===== src/rtl/serial_word_feeder.sv =====
// Serializes WIDTH-bit words onto a single bit stream, with a one-word holding register
// so that consecutive words leave no gap between them.
module serial_word_feeder #(
    parameter int unsigned WIDTH     = 11,
    parameter bit          LSB_FIRST = 1'b1
) (
    input  logic             clk,
    input  logic             reset,
    input  logic             load_valid,
    output logic             load_ready,
    input  logic [WIDTH-1:0] load_data,
    input  logic             shift_en,
    output logic             dout,
    output logic             dout_valid,
    output logic             word_done,
    output logic             busy
);

    localparam int unsigned    CW   = (WIDTH > 1) ? $clog2(WIDTH) : 1;
    localparam logic [CW-1:0] LAST = CW'(WIDTH - 1);

    typedef enum logic {StIdle, StShift} state_e;

    state_e           state_q;
    logic [CW-1:0]    count_q;
    logic [WIDTH-1:0] shreg_q;
    logic [WIDTH-1:0] pend_q;
    logic             pend_valid_q;

    logic          accept;
    logic          last_bit;
    logic [CW-1:0] bit_idx;

    assign load_ready = ~pend_valid_q;
    assign accept     = load_valid & load_ready;
    assign last_bit   = (state_q == StShift) & (count_q == LAST) & shift_en;
    assign bit_idx    = LSB_FIRST ? count_q : (LAST - count_q);

    assign dout_valid = (state_q == StShift);
    assign dout       = dout_valid & shreg_q[bit_idx];
    // A word cut short by reset never reports completion.
    assign word_done  = last_bit & ~reset;
    assign busy       = dout_valid | pend_valid_q;

    always_ff @(posedge clk) begin
        if (reset) begin
            state_q      <= StIdle;
            count_q      <= '0;
            shreg_q      <= '0;
            pend_q       <= '0;
            pend_valid_q <= 1'b0;
        end else begin
            case (state_q)
                StIdle: begin
                    if (accept) begin
                        shreg_q <= load_data;
                        count_q <= '0;
                        state_q <= StShift;
                    end
                end
                StShift: begin
                    if (last_bit) begin
                        count_q <= '0;
                        if (pend_valid_q) begin
                            shreg_q      <= pend_q;
                            pend_valid_q <= 1'b0;
                        end else if (accept) begin
                            shreg_q <= load_data;
                        end else begin
                            state_q <= StIdle;
                        end
                    end else begin
                        if (shift_en) begin
                            count_q <= count_q + CW'(1);
                        end
                        if (accept) begin
                            pend_q       <= load_data;
                            pend_valid_q <= 1'b1;
                        end
                    end
                end
                default: state_q <= StIdle;
            endcase
        end
    end

endmodule


===== config.mk =====
export PLATFORM = sky130hd
export DESIGN_NAME = serial_word_feeder
export DESIGN_NICKNAME = d
export VERILOG_FILES = /design/src/rtl/serial_word_feeder.sv
export SDC_FILE = /design/constraint.sdc
export NUM_CORES = 1
export LEC_CHECK = 0
export BUFFER_PORTS_ARGS = -buffer_cell sky130_fd_sc_hd__buf_2
export CAP_MARGIN = 0
export CELL_PAD_IN_SITES_DETAIL_PLACEMENT = 0
export CELL_PAD_IN_SITES_GLOBAL_PLACEMENT = 1
export CORE_MARGIN = 5
export CORE_UTILIZATION = 41
export DETAILED_ROUTE_END_ITERATION = 6
export GPL_TIMING_DRIVEN = 0
export PLACE_DENSITY_LB_ADDON = 0.2
export SLEW_MARGIN = 25
export SYNTH_ARGS = -nofsm -noshare
export SYNTH_HDL_FRONTEND = slang
export SYNTH_SLANG_ARGS = --single-unit

===== constraint.sdc =====
create_clock -name clk -period 2.1 [get_ports clk]
set_clock_uncertainty 0.1 [all_clocks]
set_input_delay 0.525 -clock clk [delete_from_list [all_inputs] [get_ports clk]]
set_output_delay 0.525 -clock clk [all_outputs]
set_load 0.05 [all_outputs]

# Word level (Yosys, flattened, before mapping)
# Cells that the tools add are included.
# Widths: inputs -> output; s select.
[word_totals] register_bits=28 in_bits=15 out_inout_bits=5 wordCells=41
[op_classes] add_sub_neg=1 magnitude_cmp=1 n_eq_ne=4 mux=16 bitwise_logic=10 reduce_logical=4
[ops] op="$mux 11" n=3
[ops] op="$pmux 11 s2" n=1
[ops] op="$mux 4" n=3
[ops] op="$pmux 4 s2" n=1
[ops] op="$mux 1" n=6
[ops] op="$and 1x1->1" n=5
[ops] op="$lt 4x5->1 const B" n=1
[ops] op="$add 4x1->4 const B" n=1
[ops] op="$bmux 1 s4" n=1
[ops] op="$eq 4x4->1 const B" n=1
[ops] op="$not 1->1" n=4
[ops] op="$reduce_and 2->1" n=2
[ops] op="$ne 3x2->1 const B" n=1
[ops] op="$reduce_and 3->1" n=1
[ops] op="$ne 2x1->1 const B" n=1
[ops] op="$ne 2x2->1 const B" n=1
[ops] op="$pmux 1 s2" n=1
[ops] op="$reduce_bool 2->1" n=1
[ops] op="$or 1x1->1" n=1

# Logic depth before layout (Yosys ltp)
[logic_depth] ltp_word=6 mapped_depth=8 mapped_depth_nobuf=6

# Worst setup path before layout
# No wires, ideal clock.
[synth_path] path_kind="register -> output" startpoint="register count_q[0] (netlist: bit_idx[0])" endpoint="output port dout" arrival_ns=2.051 required_time_ns=1.475 setup_slack_ns=-0.576 stages_incl_launch_ff=6 n_path_buf=1 path_cell_list="dfxtp_1 buf_6 mux4_2 nor2b_1 or4_1 a21boi_1"
[synth_between] elab_chain_cells=3
[synth_rtl] element="from (decl)" line="25" rtl="logic [CW-1:0] count_q;"
[synth_rtl] element="from (signal assigned)" line="74" rtl="count_q <= count_q + CW'(1);"
[synth_rtl] element="$bmux 1 s4" line="40" rtl="assign dout = dout_valid & shreg_q[bit_idx];"
[synth_rtl] element="$mux 1 (not written as such)" line="40"
[synth_rtl] element="$and 1x1->1" line="40"
[synth_rtl] element="to (decl)" line="13" rtl="output logic dout,"
# Every way passes these cells. The select of a mux whose other input is x is not followed.

# Final worst setup path
# Same ends and word-level chain as after synthesis.

==> reports/qor_table.md <==
| Metric | Value |
| --- | --- |
| Cell count after synthesis | 141 |
| Floorplan die width | 65.77 um |
| Clock network fraction of total power | 24.7% |
| List of most frequent post-synthesis cells | dfxtp_1 (28), nor2_1 (26), a211oi_1 (12), mux2i_1 (12), o22ai_1 (12) |
| Number of failing setup endpoints in the final timing report | 2 |
| Vertical die dimension | 65.77 um |
| Number of port buffers | 18 |
| Minimum clock period after layout | 2.446 ns |
| Data arrival at the endpoint of the critical path | 1.82 ns |
| Highest net fanout along the worst path | 6 |
| Outcome | finished, violations left |
| TritonCTS Buffers | 3 |
| Vias in the first global route | 1128 |
| Final Hold Vio Count | 0 |
| CTS root buffer | clkbuf_4 |
| Number of remaining DRC errors | 0 |
| Largest net degree at the start of global routing | 16 |
| Grt total ovfl | 0 |
| Starting DRT DRC Count | 95 |
| CTS H-tree lvls | 1 |
| Unrepaired setup endpoints after global routing | true |
| Later-pin clock latency in the skew report | 0.33 ns |
| Worst voltage drop across the vdd grid | 0.3614 mV |
| Number of synthesis warnings | 0 |
| Clk slew on worst S/H paths | 0.16 ns |
| Most frequently used flop master after synthesis | dfxtp_1 |
| Initial antenna violation count | 0 |
| Sequential element share of the synthesized area | 43.96% |
| PwrDens | 682.7 nW/um2 |
| Post-synth EDFFs | 0 |
| Crit end category | output port |
| Post-synthesis average cell area | 9.042 um2 |
| Row cnt | 20 |
| Post-Synth Adder-Cell Area | 1.963% |
| Detail-routed via count per cell | 5.368 |
| Dpl hpwl | 2065 um |
| Net switching power figure | 0.3049 mW |
| Most common cell in the synthesized netlist | dfxtp_1 |
| Number of search-and-repair iterations in the first detailed-routing pass | 4 |
| Combinational family with the most area after synthesis | compound AO/OA/AOI/OAI gates |
| Global placer's final weighted congestion | 0.7203 |
| Portion of netlist area occupied by mux cells | 12.07% |
| Fraction of synthesized cell area in xor and xnor cells | 0% |
| First-pass GRT wire length | 4933 um |
| CTS tree | built |
| Relative contribution of sequential cells to total power | 54.9% |
| Antenna viol nets, final | 0 |
| Maximum count of clock buffers along a single path | 2 |
| Share of synthesized registers carrying an async set or reset | 0% |
| Total die area | 4325 um2 |
| WL per Instance | 13.33 um |
| Post-Synthesis Cell Area | 1275 um2 |
| Leakage power | 0.6673 nW |
| Count of maximum capacitance violations | 0 |
| Total Routed Length | 2826 um |
| List of cells traversed by the critical path | mux4_2, nor2b_1, or4_4, a21boi_4, buf_6 |
| Diode count | 0 |
| Setup TNS after final layout | -0.4614 ns |
| Worst Setup Start Kind | register |
| Area growth from synthesis to layout | 23.26% |
| Area share of the leading cell type in the synthesized netlist | 43.96% |
| Core Box Area | 3028 um2 |
| Final design utilization | 51.90% |
| Least setup slack across all paths after layout | -0.3464 ns |
| Highest cell delay on the worst timing path | 0.42 ns |
| Synthesized-area fraction occupied by ao, oa, aoi and oai cells | 18.94% |
| Distinct cell type count after synthesis | 32 |
| Max-slew violations | 0 |
| GRT Resource Usage Total | 14.67% |
| Total via count in the routed design | 1138 |
| Clock Sinks | 28 |
| Post-layout nets | 186 |
| I/O pins | 20 |
| Post-Synth Simple-Gate Area | 18.74% |
| Total power | 1.073 mW |
| Type of the worst setup path | reg2out |
| Post-synth net total | 158 |
| Cell taking the most area after synthesis | dfxtp_1 |
| Fmax | 0.4088 GHz |
| Class of the tightest hold or removal check | in2reg |
| Slew at the pin closest to its max-slew limit | 0.4835 ns |
| Switching power as a share of total power | 28.42% |
| Initial standard-cell utilization of the core | 42.11% |
| Top cells by area in the synthesized netlist | dfxtp_1 (44%), mux2i_1 (9.4%), nor2_1 (7.7%), a211oi_1 (7.1%), o22ai_1 (5.9%) |
| CTS hold repair buffers | 0 |
| Slowest cell on crit path | or4_4 |
| Max_slew headroom | 67.77% |
| Failing checks | setup timing |
| Required time of the critical path | 1.47 ns |
| Share of total power in combinational logic | 20.4% |
| Proportion of layout cells with a drive suffix above 1 | 27.38% |
| Fin crit share | 116.5% |
| Count of state elements after synthesis | 28 |
| Int Power | 0.7680 mW |
| Number of filler instances in the final layout | 310 |
[kinds of logic after synthesis]
group / after synthesis
compound gates: 36
mux: 14
simple gates: 49
buf+inv: 12
flops: 28
fa+ha+maj: 2
[registers in the layout, indices dropped and copies added (netlist names)]
signal / count
pend_q: 11
shreg_q: 11
pend_valid_q: 1
bit_idx: 4
dout_valid: 1
[per-layer routing]
metal	track usage (%)	up-vias	routed length (um)
met2	24.53	26	1357
met4	6.995	0	69
met5	0	-	0
met1	18.05	537	1281
met3	2.564	8	117
li1	-	567	-
[worst max-delay path: cells and delay by family (launching register included)]
kind / cells / cell delay (ns)
compound gates: 1 / 0.15
buf+inv: 1 / 0.17
flops: 1 / 0.40
mux: 1 / 0.32
simple gates: 2 / 0.46
[per-stage QoR]
step | cells | instance area (um2) | setup WS (ns) | hold WS [ns]
2_1_floorplan | 141 | 1301 | -0.07888 | 0.3643
5_1_grt | 212 | 1572 | -0.4311 | 0.3327
3_3_place_gp | 203 | 1446 | -0.1704 | 0.3753
6_report | 212 | 1572 | -0.3464 | 0.3255
4_1_cts | 210 | 1528 | -0.3979 | 0.3254
3_5_place_dp | 203 | 1446 | -0.1742 | 0.3880
[worst paths after layout]
kind | start | to | slack, ns | cells after the start
max reg2reg | bit_idx[0] | pend_q[8] | 0.12 | 10
max | bit_idx[0] | dout | -0.35 | 5
min reg2reg | shreg_q[5] | shreg_q[5] | 0.41 | 2
min | load_data[0] | pend_q[0] | 0.33 | 3
[area by class of cell]
| class | instances | area, um2 | share of cell area (%) |
|---|---|---|---|
| multi-input combinational | 101 | 708.2 | 45.06 |
| sequential | 28 | 569.3 | 36.23 |
| timing repair buffer | 24 | 148.9 | 9.475 |
| tap | 44 | 55.05 | 3.503 |
| buffer | 9 | 43.79 | 2.787 |
| clock buffer | 4 | 36.28 | 2.309 |
| inverter | 2 | 10.01 | 0.6369 |
[power groups by stage]
stage	combinational, mW	clock (mW)	sequential (mW)
final	0.219	0.265	0.589
after global routing	0.244	0.305	0.596
after CTS	0.207	0.278	0.589
after detailed placement	0.205	0	0.600
after global placement	0.202	0	0.598
after floorplan	0.150	0	0.601
[layout by cell type (no fill, tap or decap), types with 2 or more instances in the layout]
cell type and instances:
nand2_1 6, clkbuf_1 5, nand3b_1 2, buf_6 3, mux2i_1 12, nor2_1 26
nor3b_1 2, a211oi_1 12, o22ai_1 12, buf_2 18, buf_4 6, dfxtp_4 2
a31oi_1 2, dfxtp_1 25, a21oi_1 5, nor2b_1 3, clkbuf_4 3
[timing repair]
action	CTS	global route
pin swaps	1	2
gates resized for setup	11	14
setup buffers	4	1
setup endpoints to repair	3	24
cloned	0	1
Note: power is estimated with default switching activity, not from simulation.
